`src/rtl/serializer_ctrl.sv`:
```
`default_nettype none
// ============================================================================
// Module   : serializer_ctrl
// Function : Sequencer for the POY-row output serializer. Accepts a finished
//            tile from the MAC array, drives the serializer load strobe and
//            shift select, presents one row per valid/ready handshake and
//            counts tiles to flag end of frame.
// Revision : 1.0 - initial release
// ============================================================================
module serializer_ctrl #(
    parameter int POX        = 3,
    parameter int POY        = 3,
    parameter int TILE_CNT_W = 16,
    localparam int ROW_W     = (POY > 1) ? $clog2(POY) : 1
) (
    input  logic                  clk,
    input  logic                  rst,
    input  logic                  mac_valid,
    output logic                  mac_ready,
    output logic                  ser_load,
    output logic                  ser_shift,
    output logic                  out_valid,
    input  logic                  out_ready,
    output logic [ROW_W-1:0]      out_row_idx,
    output logic                  out_last_row,
    input  logic [TILE_CNT_W-1:0] cfg_num_tiles,
    output logic                  tile_done,
    output logic                  frame_done
);

    // POX only sets datapath widths elsewhere; reject nonsensical sizes early.
    if (POX < 1) begin : g_pox_check
        $error("serializer_ctrl: POX must be at least 1");
    end
    if (POY < 1) begin : g_poy_check
        $error("serializer_ctrl: POY must be at least 1");
    end

    localparam logic [ROW_W-1:0]      LAST_ROW = ROW_W'(POY - 1);
    localparam logic [ROW_W-1:0]      ROW_ONE  = ROW_W'(1);
    localparam logic [TILE_CNT_W-1:0] TILE_ONE = TILE_CNT_W'(1);

    typedef enum logic [1:0] {
        IDLE = 2'd0,
        FILL = 2'd1,
        EMIT = 2'd2,
        GAP  = 2'd3
    } state_t;

    state_t                state;
    logic [ROW_W-1:0]      row_cnt;
    logic [TILE_CNT_W-1:0] tile_cnt;
    logic [TILE_CNT_W-1:0] cfg_lat;

    logic in_emit;
    logic is_last;
    logic row_hs;
    logic last_hs;
    logic accept;
    logic frame_end;
    logic [TILE_CNT_W-1:0] cfg_sel;

    // Handshake decode: everything below is a function of state and inputs.
    always_comb begin
        in_emit   = (state == EMIT);
        is_last   = (row_cnt == LAST_ROW);
        row_hs    = in_emit & out_ready;
        last_hs   = row_hs & is_last;
        // A new tile may enter while the last row of the previous one leaves.
        mac_ready = (state == IDLE) | last_hs;
        accept    = mac_valid & mac_ready;
        frame_end = (tile_cnt == (cfg_lat - TILE_ONE));
        // A zero tile count would never end a frame; treat it as one.
        cfg_sel   = (cfg_num_tiles == '0) ? TILE_ONE : cfg_num_tiles;
    end

    // Serializer strobes and row presentation derived from the state registers.
    always_comb begin
        ser_load     = accept;
        ser_shift    = row_hs & ~is_last;
        out_valid    = in_emit;
        out_row_idx  = row_cnt;
        out_last_row = in_emit & is_last;
        tile_done    = last_hs;
        frame_done   = last_hs & frame_end;
    end

    // Tile sequencing FSM with row and tile counters.
    always_ff @(posedge clk) begin
        if (!rst) begin
            state    <= IDLE;
            row_cnt  <= '0;
            tile_cnt <= '0;
            cfg_lat  <= '0;
        end else begin
            case (state)
                IDLE: begin
                    if (accept) begin
                        state   <= FILL;
                        row_cnt <= '0;
                        cfg_lat <= cfg_sel;
                    end
                end
                // Serializer register holds the tile, its output does not yet.
                FILL: begin
                    state <= EMIT;
                end
                EMIT: begin
                    if (row_hs) begin
                        if (!is_last) begin
                            row_cnt <= row_cnt + ROW_ONE;
                            state   <= GAP;
                        end else begin
                            row_cnt  <= '0;
                            tile_cnt <= frame_end ? '0 : (tile_cnt + TILE_ONE);
                            if (accept) begin
                                state   <= FILL;
                                cfg_lat <= cfg_sel;
                            end else begin
                                state <= IDLE;
                            end
                        end
                    end
                end
                // Serializer output still shows the previous row for one cycle.
                GAP: begin
                    state <= EMIT;
                end
                default: begin
                    state <= IDLE;
                end
            endcase
        end
    end

endmodule
`default_nettype wire

```
`config.mk`:
```
export PLATFORM = sky130hd
export DESIGN_NAME = serializer_ctrl
export DESIGN_NICKNAME = d
export VERILOG_FILES = /design/src/rtl/serializer_ctrl.sv
export SDC_FILE = /design/constraint.sdc
export NUM_CORES = 1
export LEC_CHECK = 0
export BUFFER_PORTS_ARGS = -buffer_cell sky130_fd_sc_hd__clkbuf_2
export CORE_MARGIN = 5
export CORE_UTILIZATION = 59
export CTS_BUF_LIST = sky130_fd_sc_hd__clkbuf_2
export CTS_CLUSTER_DIAMETER = 40
export DETAILED_ROUTE_END_ITERATION = 7
export GPL_TIMING_DRIVEN = 0
export PLACE_DENSITY = 0.89
export SETUP_SLACK_MARGIN = 0.5
export SYNTH_ARGS = -nofsm -noshare
export SYNTH_HDL_FRONTEND = slang
export SYNTH_SLANG_ARGS = --single-unit
```
`constraint.sdc`:
```
create_clock -name clk -period 3.05 [get_ports clk]
set_input_delay 0.4575 -clock clk [delete_from_list [all_inputs] [get_ports clk]]
set_output_delay 0.4575 -clock clk [all_outputs]
set_load 0.005 [all_outputs]
```
# After elaboration in Yosys (flattened, before gate mapping)
# Index checks and enable logic that the tools add are counted.
[op_classes]
addsub = 3
n_eq_ne = 8
mux = 15
bitwise_logic = 8
reduce_logical = 8
[op_table]
columns = ["op", "n"]
rows = [
  ["$mux 16", 5],
  ["$pmux 16 s2", 1],
  ["$add 16x1->16 const B", 1],
  ["$eq 16x16->1", 1],
  ["$logic_not 16->1", 1],
  ["$sub 16x1->16 const B", 1],
  ["$mux 2", 6],
  ["$reduce_and 3->1", 3],
  ["$and 1x1->1", 6],
  ["$eq 2x2->1 const B", 3],
  ["$pmux 2 s3", 1],
  ["$ne 2x1->1 const B", 2],
  ["$pmux 2 s2", 1],
  ["$add 2x1->2 const B", 1],
  ["$eq 2x1->1 const B", 1],
  ["$logic_not 2->1", 1],
  ["$ne 2x2->1 const B", 1],
  ["$reduce_and 2->1", 1],
  ["$reduce_bool 2->1", 1],
  ["$reduce_or 2->1", 1],
  ["$mux 1", 1],
  ["$not 1->1", 1],
  ["$or 1x1->1", 1],
]
[word_totals]
regBits = 36
inputBits = 20
out_inout_bits = 9
elab_cells = 46

# Depth between registers and ports, before layout
[logic_depth]
word_depth = 9
ltp_mapped = 10
depth_no_buf = 9

# Worst setup path after synthesis
# OpenSTA, ideal clock, no wires.
[synth_path]
path_type = "register to output"
start = "register cfg_lat[0]"
end = "output port frame_done"
t_arrival_ns = 2.329
required_ns = 2.592
setup_slack_ns = 0.264
path_stages_with_launch = 9
path_buffers = 0
path_cell_list = "dfxtp_1 -> inv_1 -> ha_1 -> or3b_2 -> nor3_1 -> mux2_2 -> a2111oi_2 -> o2111ai_2 -> nor2_1"
[synth_via]
elab_chain_cells = 3
[synth_rtl]
columns = ["element", "line", "text"]
rows = [
  ["from (decl)", "53", "logic [TILE_CNT_W-1:0] cfg_lat;"],
  ["from (signal assigned)", "101", "cfg_lat <= cfg_sel;"],
  ["from (signal assigned)", "118", "cfg_lat <= cfg_sel;"],
  ["$sub 16x1->16", "72", "frame_end = (tile_cnt == (cfg_lat - TILE_ONE));"],
  ["$eq 16x16->1", "72", ""],
  ["$and 1x1->1", "85", "frame_done = last_hs & frame_end;"],
  ["to (decl)", "28", "output logic frame_done"],
]
# No other way between the ends.

# Worst setup path after layout
[layout_path]
start = "register cfg_lat[1]"
end = "output port frame_done"
# Same word-level chain as after synthesis.

==> flow_summary.json <==
{
  "synthArstFlopShare_pct": 0,
  "flow.area_growth_from_synthesis_pct": 26.5,
  "criticalPathCategory": "reg -> out",
  "die_area_sq_um": 4930,
  "final_hold_viol_count": 0,
  "cts_tree": "built",
  "preCtsSetupSlack_ns": 0.230,
  "grt_max_degree": 11,
  "hold_slack_ns": 0.339,
  "synth_common_cells": "36 x sky130_fd_sc_hd__dfxtp_1, 19 x sky130_fd_sc_hd__xor2_1, 17 x sky130_fd_sc_hd__nor2b_1",
  "first_iteration_detailed_routing_drc_count": 135,
  "first_global_vias": 1810,
  "clockRootBuffer": "sky130_fd_sc_hd__clkbuf_2",
  "post_synth_instance_area_sq_um": 2140,
  "outcome": "finished with violations",
  "syn-num-nets": 265,
  "cts_hold_buf": 0,
  "report.final.setup_viol": 11,
  "antenna_violating_nets_post_route": 0,
  "synth.yosys.warnings": 0,
  "die_h_um": 70.2,
  "setup_repair_after_global_routing_missed_its_margin": "yes",
  "post_drt_via_cell_ratio": 5.64,
  "grt_first_pass_wirelength_mm": 8.12,
  "largest_stage_delay_worst_path_ns": 0.40,
  "violations": "setup timing",
  "crit_family": "compound AO/OA/AOI/OAI gates",
  "cap_violations": 0,
  "cts.sinks": 36,
  "synth_flop_cell": "sky130_fd_sc_hd__dfxtp_1",
  "timing.critical_path.cells": "inv_4, ha_4, or3b_4, buf_4, nor3_4, o2111ai_1, a311oi_2, o2111ai_4, nor2_1, clkbuf_2",
  "postLayoutSetupSlackWorst_ns": -0.0664,
  "finish.cell_count_without_fillers": 337,
  "yosys_register_bits": 36,
  "fmaxAchievable_mhz": 321,
  "yosysMostFrequentCell": "sky130_fd_sc_hd__dfxtp_1",
  "clkLatencyLatePin_ns": 0.38,
  "finalWeightedCongestion": 0.868,
  "critPathCaptureType": "output port",
  "post_route_cells_drive_above_1_share_pct": 33.7,
  "io-pin-count": 29,
  "synth_top_cells_by_area": "sky130_fd_sc_hd__dfxtp_1 34%, sky130_fd_sc_hd__xor2_1 7.8%, sky130_fd_sc_hd__mux2i_1 7.5%",
  "ctsHtreeMaxLevel": 2,
  "worst_ep_arrival_ns": 2.66,
  "yosys.cell_types.count": 52,
  "cts_made_buffers": 5,
  "dieWidth_um": 70.2,
  "setup_total_negative_slack_ns": -0.167,
  "start_kind": "flop",
  "floorplan.initialDensity_pct": 62.6,
  "detailed_place_hpwl_mm": 3.39,
  "lkg_pwr_nw": 1.06,
  "routed_wire_length_per_instance_um": 15.5,
  "drc_errors": 0,
  "syn_inst": 243,
  "routed_wl_mm": 5.21,
  "timing.critical_path.slowest_stage_cell": "sky130_fd_sc_hd__dfxtp_4",
  "pin_slew_with_the_least_headroom_to_its_limit_ns": 0.577,
  "core_sq_um": 3420,
  "overflow": 0,
  "io_buffers": 28,
  "slew_violations": 0,
  "relSlewSlack_pct": 61.6,
  "timing.hold.worst.class": "in -> reg",
  "antenna-diode-count": 0,
  "clk_pin_slew_ns": 0.19,
  "placement_rows": 21,
  "drt_pre_antenna_iters": 5,
  "crit_fanout": 4,
  "synth_enable_flop_cells": 0,
  "peakVddDrop_mv": 0.221,
  "post_synth.cell_area_avg_sq_um": 8.80,
  "crit_required_ns": 2.59,
  "power_density_over_the_cells_nw_per_um2": 378,
  "seq_area_frac_synth_pct": 33.7,
  "post-route-period-util_pct": 102,
  "vias": 1902,
  "yosys.area.top_type": "sky130_fd_sc_hd__dfxtp_1",
  "min_period_ns": 3.12,
  "antenna_violations_before_repair": 0,
  "final_nets": 313,
  "numPlacedInstances": 317,
  "synth.top_cell.area_share_pct": 33.7,
  "clock_skew_ns": 0.0166,
  "clock_path_buffers": 2,
  "filler_cell_count": 218,
  "groute.usage.overall_pct": 20.1,
  "path_buf_inv": 3
}
[through the flow]
| step | power [mW] | cell area, sq um | utilization, % |
|---|---|---|---|
| floorplan | 0.712 | 2180 | - |
| global placement | 0.762 | 2380 | 69.6 |
| detailed placement | 0.769 | 2380 | 69.6 |
| CTS | 0.997 | 2530 | 74.1 |
| global route | 1.08 | 2710 | 79.2 |
| finish | 1.02 | 2710 | 79.2 |
[power by group]
group	internal, mW	switching (mW)	total [mW]
registers	0.491	0.0303	0.522
clock network	0.0547	0.153	0.208
logic	0.151	0.141	0.292
[per-layer routing]
layer	wire, um	up-vias	global-route usage, %	share of wire, %
met5	0	-	0	0
met4	87	0	7.45	1.7
met3	214	8	3.44	4.1
met2	2530	44	33.6	48
met1	2380	910	25.7	46
li1	-	940	-	-
[flip-flops by register name (all words and copies together) (netlist names)]
register,count
state,2
tile_cnt,16
cfg_lat,16
out_row_idx,2
[area by class of cell]
class / count / area (sq um) / area share (%)
Clock inverter: 1 / 5.00 / 0.185
Sequential cell: 36 / 732 / 27.0
Multi-Input combinational cell: 190 / 1480 / 54.8
Buffer: 11 / 71.3 / 2.64
Tap cell: 46 / 57.6 / 2.13
Timing Repair Buffer: 41 / 300 / 11.1
Clock buffer: 6 / 30.0 / 1.11
Inverter: 6 / 27.5 / 1.02
[worst register-to-register path: stages, from the launching register on]
cell                        delay (ns)
sky130_fd_sc_hd__dfxtp_4          0.40
sky130_fd_sc_hd__inv_4            0.05
sky130_fd_sc_hd__ha_4             0.12
sky130_fd_sc_hd__or3b_4           0.40
sky130_fd_sc_hd__buf_4            0.16
sky130_fd_sc_hd__nor3_4           0.14
sky130_fd_sc_hd__o2111ai_1        0.18
sky130_fd_sc_hd__a311oi_2         0.36
sky130_fd_sc_hd__o2111ai_4        0.20
sky130_fd_sc_hd__buf_6            0.17
sky130_fd_sc_hd__buf_6            0.10
sky130_fd_sc_hd__buf_6            0.10
sky130_fd_sc_hd__buf_6            0.12
sky130_fd_sc_hd__o21ai_4          0.17
sky130_fd_sc_hd__buf_12           0.14
sky130_fd_sc_hd__buf_16           0.12
sky130_fd_sc_hd__nor2_2           0.05
[logic make-up (layout without fill, tap and decap cells)]
| family | Yosys count | count (layout) | share of synthesized area [%] |
|---|---|---|---|
| xor gates and xnor gates | 32 | 32 | 13.1 |
| buffers and inverters | 17 | 65 | 3.92 |
| muxes | 17 | 17 | 8.01 |
| DFF | 36 | 36 | 33.7 |
| and+or+nand+nor | 112 | 112 | 29.6 |
| adders and majority gates | 2 | 2 | 1.17 |
| AOI/OAI and AO/OA | 27 | 27 | 10.5 |
[cells in the final DEF (no fill, tap or decap), types with 3 or more instances in the layout]
cell	Yosys	routed
sky130_fd_sc_hd__clkbuf_2	0	34
sky130_fd_sc_hd__dfxtp_1	36	31
sky130_fd_sc_hd__xor2_1	19	19
sky130_fd_sc_hd__nor2b_1	17	16
sky130_fd_sc_hd__mux2i_1	16	16
sky130_fd_sc_hd__nand2_1	16	15
sky130_fd_sc_hd__nor2_1	16	13
sky130_fd_sc_hd__xnor2_1	13	13
sky130_fd_sc_hd__buf_6	1	10
sky130_fd_sc_hd__nor2_2	10	8
sky130_fd_sc_hd__nand3_1	10	7
sky130_fd_sc_hd__clkbuf_1	8	7
sky130_fd_sc_hd__nor4_1	8	7
sky130_fd_sc_hd__nor2_4	0	5
sky130_fd_sc_hd__inv_1	6	4
sky130_fd_sc_hd__or2_2	4	4
sky130_fd_sc_hd__a21oi_1	5	4
sky130_fd_sc_hd__nor3_1	6	4
sky130_fd_sc_hd__nand3b_1	3	3
sky130_fd_sc_hd__or3_1	4	3
sky130_fd_sc_hd__nand2b_1	3	3
sky130_fd_sc_hd__nand3_2	0	3
sky130_fd_sc_hd__dfxtp_2	0	3
sky130_fd_sc_hd__buf_4	0	3
[timing repair]
item | CTS | global route
resized for setup | 10 | 35
buffers inserted | 6 | 6
hold endpoints to repair | 0 | 0
cloned | 1 | 0
endpoints found under the setup margin | 15 | 18
pin swaps | 6 | 18
[path summary, 6_finish.rpt]
| check | from | to | slack (ns) | cells past startpoint |
|---|---|---|---|---|
| hold reg to reg | tile_cnt[1] | tile_cnt[1] | 0.52 | 2 |
| setup reg to reg | cfg_lat[1] | tile_cnt[8] | -0.03 | 16 |
| hold / removal | cfg_num_tiles[6] | cfg_lat[6] | 0.34 | 3 |
| setup / recovery | cfg_lat[1] | frame_done | -0.07 | 10 |
Note: power is estimated with default switching activity, not from simulation.
